File: src/rtl/ram_access_bridge.sv
// Bus-side front end for a single-port word RAM: valid/ready requests in, response channel out.
// Latency: request accepted at edge N, RAM access in cycle N+1, rsp_valid_o asserted from cycle N+2.
// Backpressure: one request in flight; req_ready_o stays low from accept until the response is taken.
//
// Optional feature macro: RAM_BRIDGE_RMW_EN
//   defined   -> partial byte-enable writes are merged with the current RAM word (read-modify-write)
//   undefined -> partial byte-enable writes are rejected with rsp_err_o; the merge datapath is absent
//
// Ports:
//   clk_i, rst_ni                     clock (rising edge), asynchronous active-low reset
//   req_valid_i/req_ready_o           request handshake
//   req_we_i, req_addr_i,
//   req_wdata_i, req_be_i             request payload (byte address, byte enables)
//   rsp_valid_o/rsp_ready_i           response handshake
//   rsp_rdata_o, rsp_err_o            response payload (rdata is 0 for writes and errors)
//   ram_we_o, ram_addr_o, ram_wdata_o RAM write port / address
//   ram_rdata_i                       RAM combinational read data
module ram_access_bridge #(
    parameter int AW      = 32,
    parameter int DW      = 32,
    parameter int MEM_NUM = 4096
) (
    input  logic            clk_i,
    input  logic            rst_ni,
    input  logic            req_valid_i,
    output logic            req_ready_o,
    input  logic            req_we_i,
    input  logic [AW-1:0]   req_addr_i,
    input  logic [DW-1:0]   req_wdata_i,
    input  logic [DW/8-1:0] req_be_i,
    output logic            rsp_valid_o,
    input  logic            rsp_ready_i,
    output logic [DW-1:0]   rsp_rdata_o,
    output logic            rsp_err_o,
    output logic            ram_we_o,
    output logic [AW-1:0]   ram_addr_o,
    output logic [DW-1:0]   ram_wdata_o,
    input  logic [DW-1:0]   ram_rdata_i
);

    localparam int BW = DW / 8;
    localparam logic [AW-3:0] MEM_WORDS = (AW-2)'(MEM_NUM);

    typedef enum logic [1:0] {
        IDLE   = 2'd0,
        ACCESS = 2'd1,
        RESP   = 2'd2
    } state_e;

    state_e state_q, state_d;

    // Captured request
    logic            we_q;
    logic [AW-1:0]   addr_q;
    logic [DW-1:0]   wdata_q;
    logic [BW-1:0]   be_q;
    logic            accept;

    // Response registers
    logic [DW-1:0]   rsp_rdata_q, rsp_rdata_d;
    logic            rsp_err_q, rsp_err_d;

    // Last word driven to the RAM, so ram_wdata_o holds outside write cycles
    logic [DW-1:0]   ram_wdata_q;

    logic            be_full;
    logic            be_none;
    logic            be_err;
    logic            acc_err;
    logic            do_write;
    logic [DW-1:0]   wr_word;

    assign be_full = &be_q;
    assign be_none = ~|be_q;

`ifdef RAM_BRIDGE_RMW_EN
    logic [DW-1:0] mask;

    always_comb begin
        mask = '0;
        for (int i = 0; i < BW; i++) begin
            mask[8*i +: 8] = {8{be_q[i]}};
        end
    end

    // Full-word enables reduce to wdata_q through the same merge.
    assign wr_word = (ram_rdata_i & ~mask) | (wdata_q & mask);
    assign be_err  = 1'b0;
`else
    assign wr_word = wdata_q;
    assign be_err  = we_q && !be_full && !be_none;
`endif

    assign acc_err  = (addr_q[1:0] != 2'b00) || (addr_q[AW-1:2] >= MEM_WORDS) || be_err;
    // An all-zero byte enable is a legal no-op write: no RAM cycle, no error.
    assign do_write = (state_q == ACCESS) && we_q && !acc_err && !be_none;

    // The RAM sees the captured address throughout ACCESS and keeps it afterwards.
    assign ram_addr_o  = addr_q;
    assign ram_wdata_o = do_write ? wr_word : ram_wdata_q;
    assign rsp_valid_o = (state_q == RESP);
    assign rsp_rdata_o = rsp_rdata_q;
    assign rsp_err_o   = rsp_err_q;

    always_comb begin
        state_d     = state_q;
        rsp_rdata_d = rsp_rdata_q;
        rsp_err_d   = rsp_err_q;
        req_ready_o = 1'b0;
        ram_we_o    = 1'b0;
        accept      = 1'b0;
        unique case (state_q)
            IDLE: begin
                req_ready_o = 1'b1;
                if (req_valid_i) begin
                    accept  = 1'b1;
                    state_d = ACCESS;
                end
            end
            ACCESS: begin
                ram_we_o    = do_write;
                rsp_err_d   = acc_err;
                rsp_rdata_d = (!we_q && !acc_err) ? ram_rdata_i : '0;
                state_d     = RESP;
            end
            RESP: begin
                if (rsp_ready_i) begin
                    rsp_err_d   = 1'b0;
                    rsp_rdata_d = '0;
                    state_d     = IDLE;
                end
            end
            default: begin
                state_d = IDLE;
            end
        endcase
    end

    always_ff @(posedge clk_i or negedge rst_ni) begin
        if (!rst_ni) begin
            state_q     <= IDLE;
            rsp_rdata_q <= '0;
            rsp_err_q   <= 1'b0;
        end else begin
            state_q     <= state_d;
            rsp_rdata_q <= rsp_rdata_d;
            rsp_err_q   <= rsp_err_d;
        end
    end

    always_ff @(posedge clk_i or negedge rst_ni) begin
        if (!rst_ni) begin
            we_q    <= 1'b0;
            addr_q  <= '0;
            wdata_q <= '0;
            be_q    <= '0;
        end else if (accept) begin
            we_q    <= req_we_i;
            addr_q  <= req_addr_i;
            wdata_q <= req_wdata_i;
            be_q    <= req_be_i;
        end
    end

    always_ff @(posedge clk_i or negedge rst_ni) begin
        if (!rst_ni) begin
            ram_wdata_q <= '0;
        end else if (do_write) begin
            ram_wdata_q <= wr_word;
        end
    end

endmodule

File: config.mk
export PLATFORM = sky130hd
export DESIGN_NAME = ram_access_bridge
export DESIGN_NICKNAME = d
export VERILOG_FILES = /design/src/rtl/ram_access_bridge.sv
export SDC_FILE = /design/constraint.sdc
export NUM_CORES = 1
export LEC_CHECK = 0
export ABC_AREA = 1
export CORE_MARGIN = 8
export CORE_UTILIZATION = 35
export DETAILED_ROUTE_END_ITERATION = 10
export PLACE_DENSITY_LB_ADDON = 0.12
export SETUP_SLACK_MARGIN = 0.05
export SLEW_MARGIN = 10
export SYNTH_ARGS = -nofsm -noshare
export SYNTH_HDL_FRONTEND = slang
export SYNTH_SLANG_ARGS = --single-unit
File: constraint.sdc
create_clock -name clk_i -period 1.7 [get_ports clk_i]
set_clock_uncertainty 0.2 [all_clocks]
set_input_delay 0.17 -clock clk_i [delete_from_list [all_inputs] [get_ports clk_i]]
set_output_delay 0.17 -clock clk_i [all_outputs]
set_load 0.02 [all_outputs]
==> run metrics <==
Comb pwr share 0.344; initial antenna violation count 0; failing checks negative setup slack; area of the multi-input gates 2120 µm²; number of flops mapped to enable cells by yosys 0; Final period util 1.39; DRC Markers 0; Clk Latency, worst-skew pair 420 ps; Pwr Density 1400 nW/µm²; Place WS -610 ps; RSZ-0062 raised after global routing yes; vias post-DR 5203; Hold Worst Slack 74.6 ps; Die Height 143 µm; chip width 143 µm; Fin. Hold Viols 0; die area 20600 µm²; worst slew pin tran 471 ps; Area Overhead vs Synth 64.6%; number of global-route vias before repair 5304; Clock Path Buffers 2; f_max 423 MHz; Final Setup Violations 97; largest net degree at the start of global routing 70; syn nets 780; worst path required time 1330 ps; cell count after synthesis 675; Async SR Flop Fraction 1.00; Max FO, Critical Path 9; most used flip-flop cell after synthesis dfrtp_1; Power Total 13.1 mW; GP Congestion 0.756; Routed WL 17.7 mm; Synth cell types 21; nets 1046; H-tree levels 4; core outline area 15900 µm²; top cells by count, synth nand2_1, dfrtp_1, nor2_1; Row Count 46; Post-DP HPWL 12.2 mm; clk root buf clkbuf_16; status finished with violations; worst setup path end ram_wdata_o[14]; Worst setup SP type flip-flop; kind of critical path reg2out; vias per cell 4.45; dpl cells 1113; Max-Cap Viols 0; FILL cells 1414; Int Power 8.73 mW; TritonCTS clock tree built; Peak supply drop 0.711 mV; P_leak 5.12 nW; wire per inst 15.1 µm; R2R Setup Slk -280 ps; Max-slew headroom 0.686; Initial Util 0.357; First DRT Iteration DRCs 259; Antenna Nets Post-Route 0; Non-Filler Instances 1170; Max Slew Vio Count 0; Yosys top cell area share 0.599; post-route setup slack -665 ps; Tmin final 2360 ps; top-count cell post-synth nand2_1; FF+latch area 3410 µm²; cts bufs inserted 17; sw frac 0.333; switching power 4.36 mW; reg2reg end rsp_rdata_o[27]; worst r2r path cells 12; dpl cell area 8410 µm²; final core utilization 0.588; CP endpoint kind output port; first-pass GRT wire length 27.7 mm; layout cell share with drive strength beyond 1 0.240; global route total overflow 0; syn_area_per_cell 8.41 µm²; CP startpoint ram_addr_o[22]; GRT Overall Usage 0.173; clock power share 0.307; Hold Path Class in2async; Critical Path AT 1990 ps; Cell Area, Synth 5680 µm²; post-synth top area cell dfrtp_1; port bufs 204; Post-Layout Inst Area 9350 µm²; sequential power share 0.349; post-synthesis sequential area ratio 0.599; First-pass DRT Iterations 4; Synth area leaders dfrtp_1, nand2_1, nand4_1, nor2_1, inv_1; Worst-path clk slew 60 ps; CTS sink count 136; IO Count 205; reg-to-reg critical path startpoint ram_addr_o[22]; setup_tns -30120 ps; antenna cells 0; synth warn 0; flops & latches, synth 136
## worst min-delay path by stage
stage	start	endpoint	slack, ps	cells past startpoint
6_report	rst_ni	rsp_rdata_o[4]	70	2
2_1_floorplan	rst_ni	be_q[0]	-330	0
4_1_cts	req_wdata_i[26]	wdata_q[26]	60	3
5_1_grt	req_wdata_i[15]	wdata_q[15]	70	3
3_3_place_gp	rst_ni	rsp_rdata_o[9]	-50	1
3_5_place_dp	rst_ni	rsp_rdata_o[4]	-60	1
## sequential cells by signal, indices dropped and copies added (netlist names)
signal	cells
rsp_rdata_o	32
we_q	1
ram_addr_o	32
state_q	2
wdata_q	32
be_q	4
rsp_err_o	1
ram_wdata_q	32
## cells by family (layout without fill, tap and decap cells)
logic type             Yosys count  after routing  synth area share
AND/OR/NAND/NOR                465            465             0.337
flip-flops                     136            136             0.599
buffers and inverters           72            351            0.0615
AO/OA/AOI/OAI                    2              2           0.00242
## critical path: stages, from the launching register on
cell and delay [ps]:
dfrtp_2 410, nor2_2 110, nand2_1 60, nor2_2 110, nand2_2 100, nor2_8 130, nand3_4 160, clkbuf_16 210
nand2_1 80, nand2_2 50, buf_2 160
## cell usage in the layout, fill, tap and decap left out, drive strengths merged, types with 2 or more instances in the layout
cell type	count
dlygate4sd2	47
inv	37
nand4	34
clkdlybuf4s50	103
dfrtp	136
clkdlybuf4s15	4
bufinv	4
clkbuf	42
buf	111
clkinv	2
nand3	2
nor2	49
nand2	378
## per-layer routing
metal / vias up / global-route usage / routed length (µm)
met4: 0 / 0.0653 / 276
li1: 2595 / - / -
met3: 19 / 0.0760 / 1710
met1: 2423 / 0.210 / 7420
met2: 166 / 0.266 / 8290
met5: - / 0 / 0
## what timing repair did
action	4_1_cts	5_1_grt
endpoints found under the setup margin	165	136
endpoints found under the hold margin	136	0
gates resized for setup	256	77
gates cloned	0	5
pin swaps	1	4
setup buffers	6	14
hold buffers	1	0
## power by group through the flow
| stage | registers, mW | clock network, mW | logic [mW] |
|---|---|---|---|
| CTS | 4.56 | 4.12 | 4.43 |
| detailed placement | 4.59 | 0 | 4.62 |
| global route | 4.66 | 4.28 | 5.01 |
| floorplan | 5.04 | 0 | 1.73 |
| global placement | 4.58 | 0 | 4.57 |
| finish | 4.56 | 4.02 | 4.51 |
## cell type report
cell class,count,area share
clock buffers,26,0.0556
clock inverters,6,0.0143
repair buffers,282,0.294
flip-flops and latches,136,0.365
inverters,37,0.0151
multi-input cells,467,0.227
well taps,216,0.0289
No activity file was read; power rests on OpenSTA's default activity.
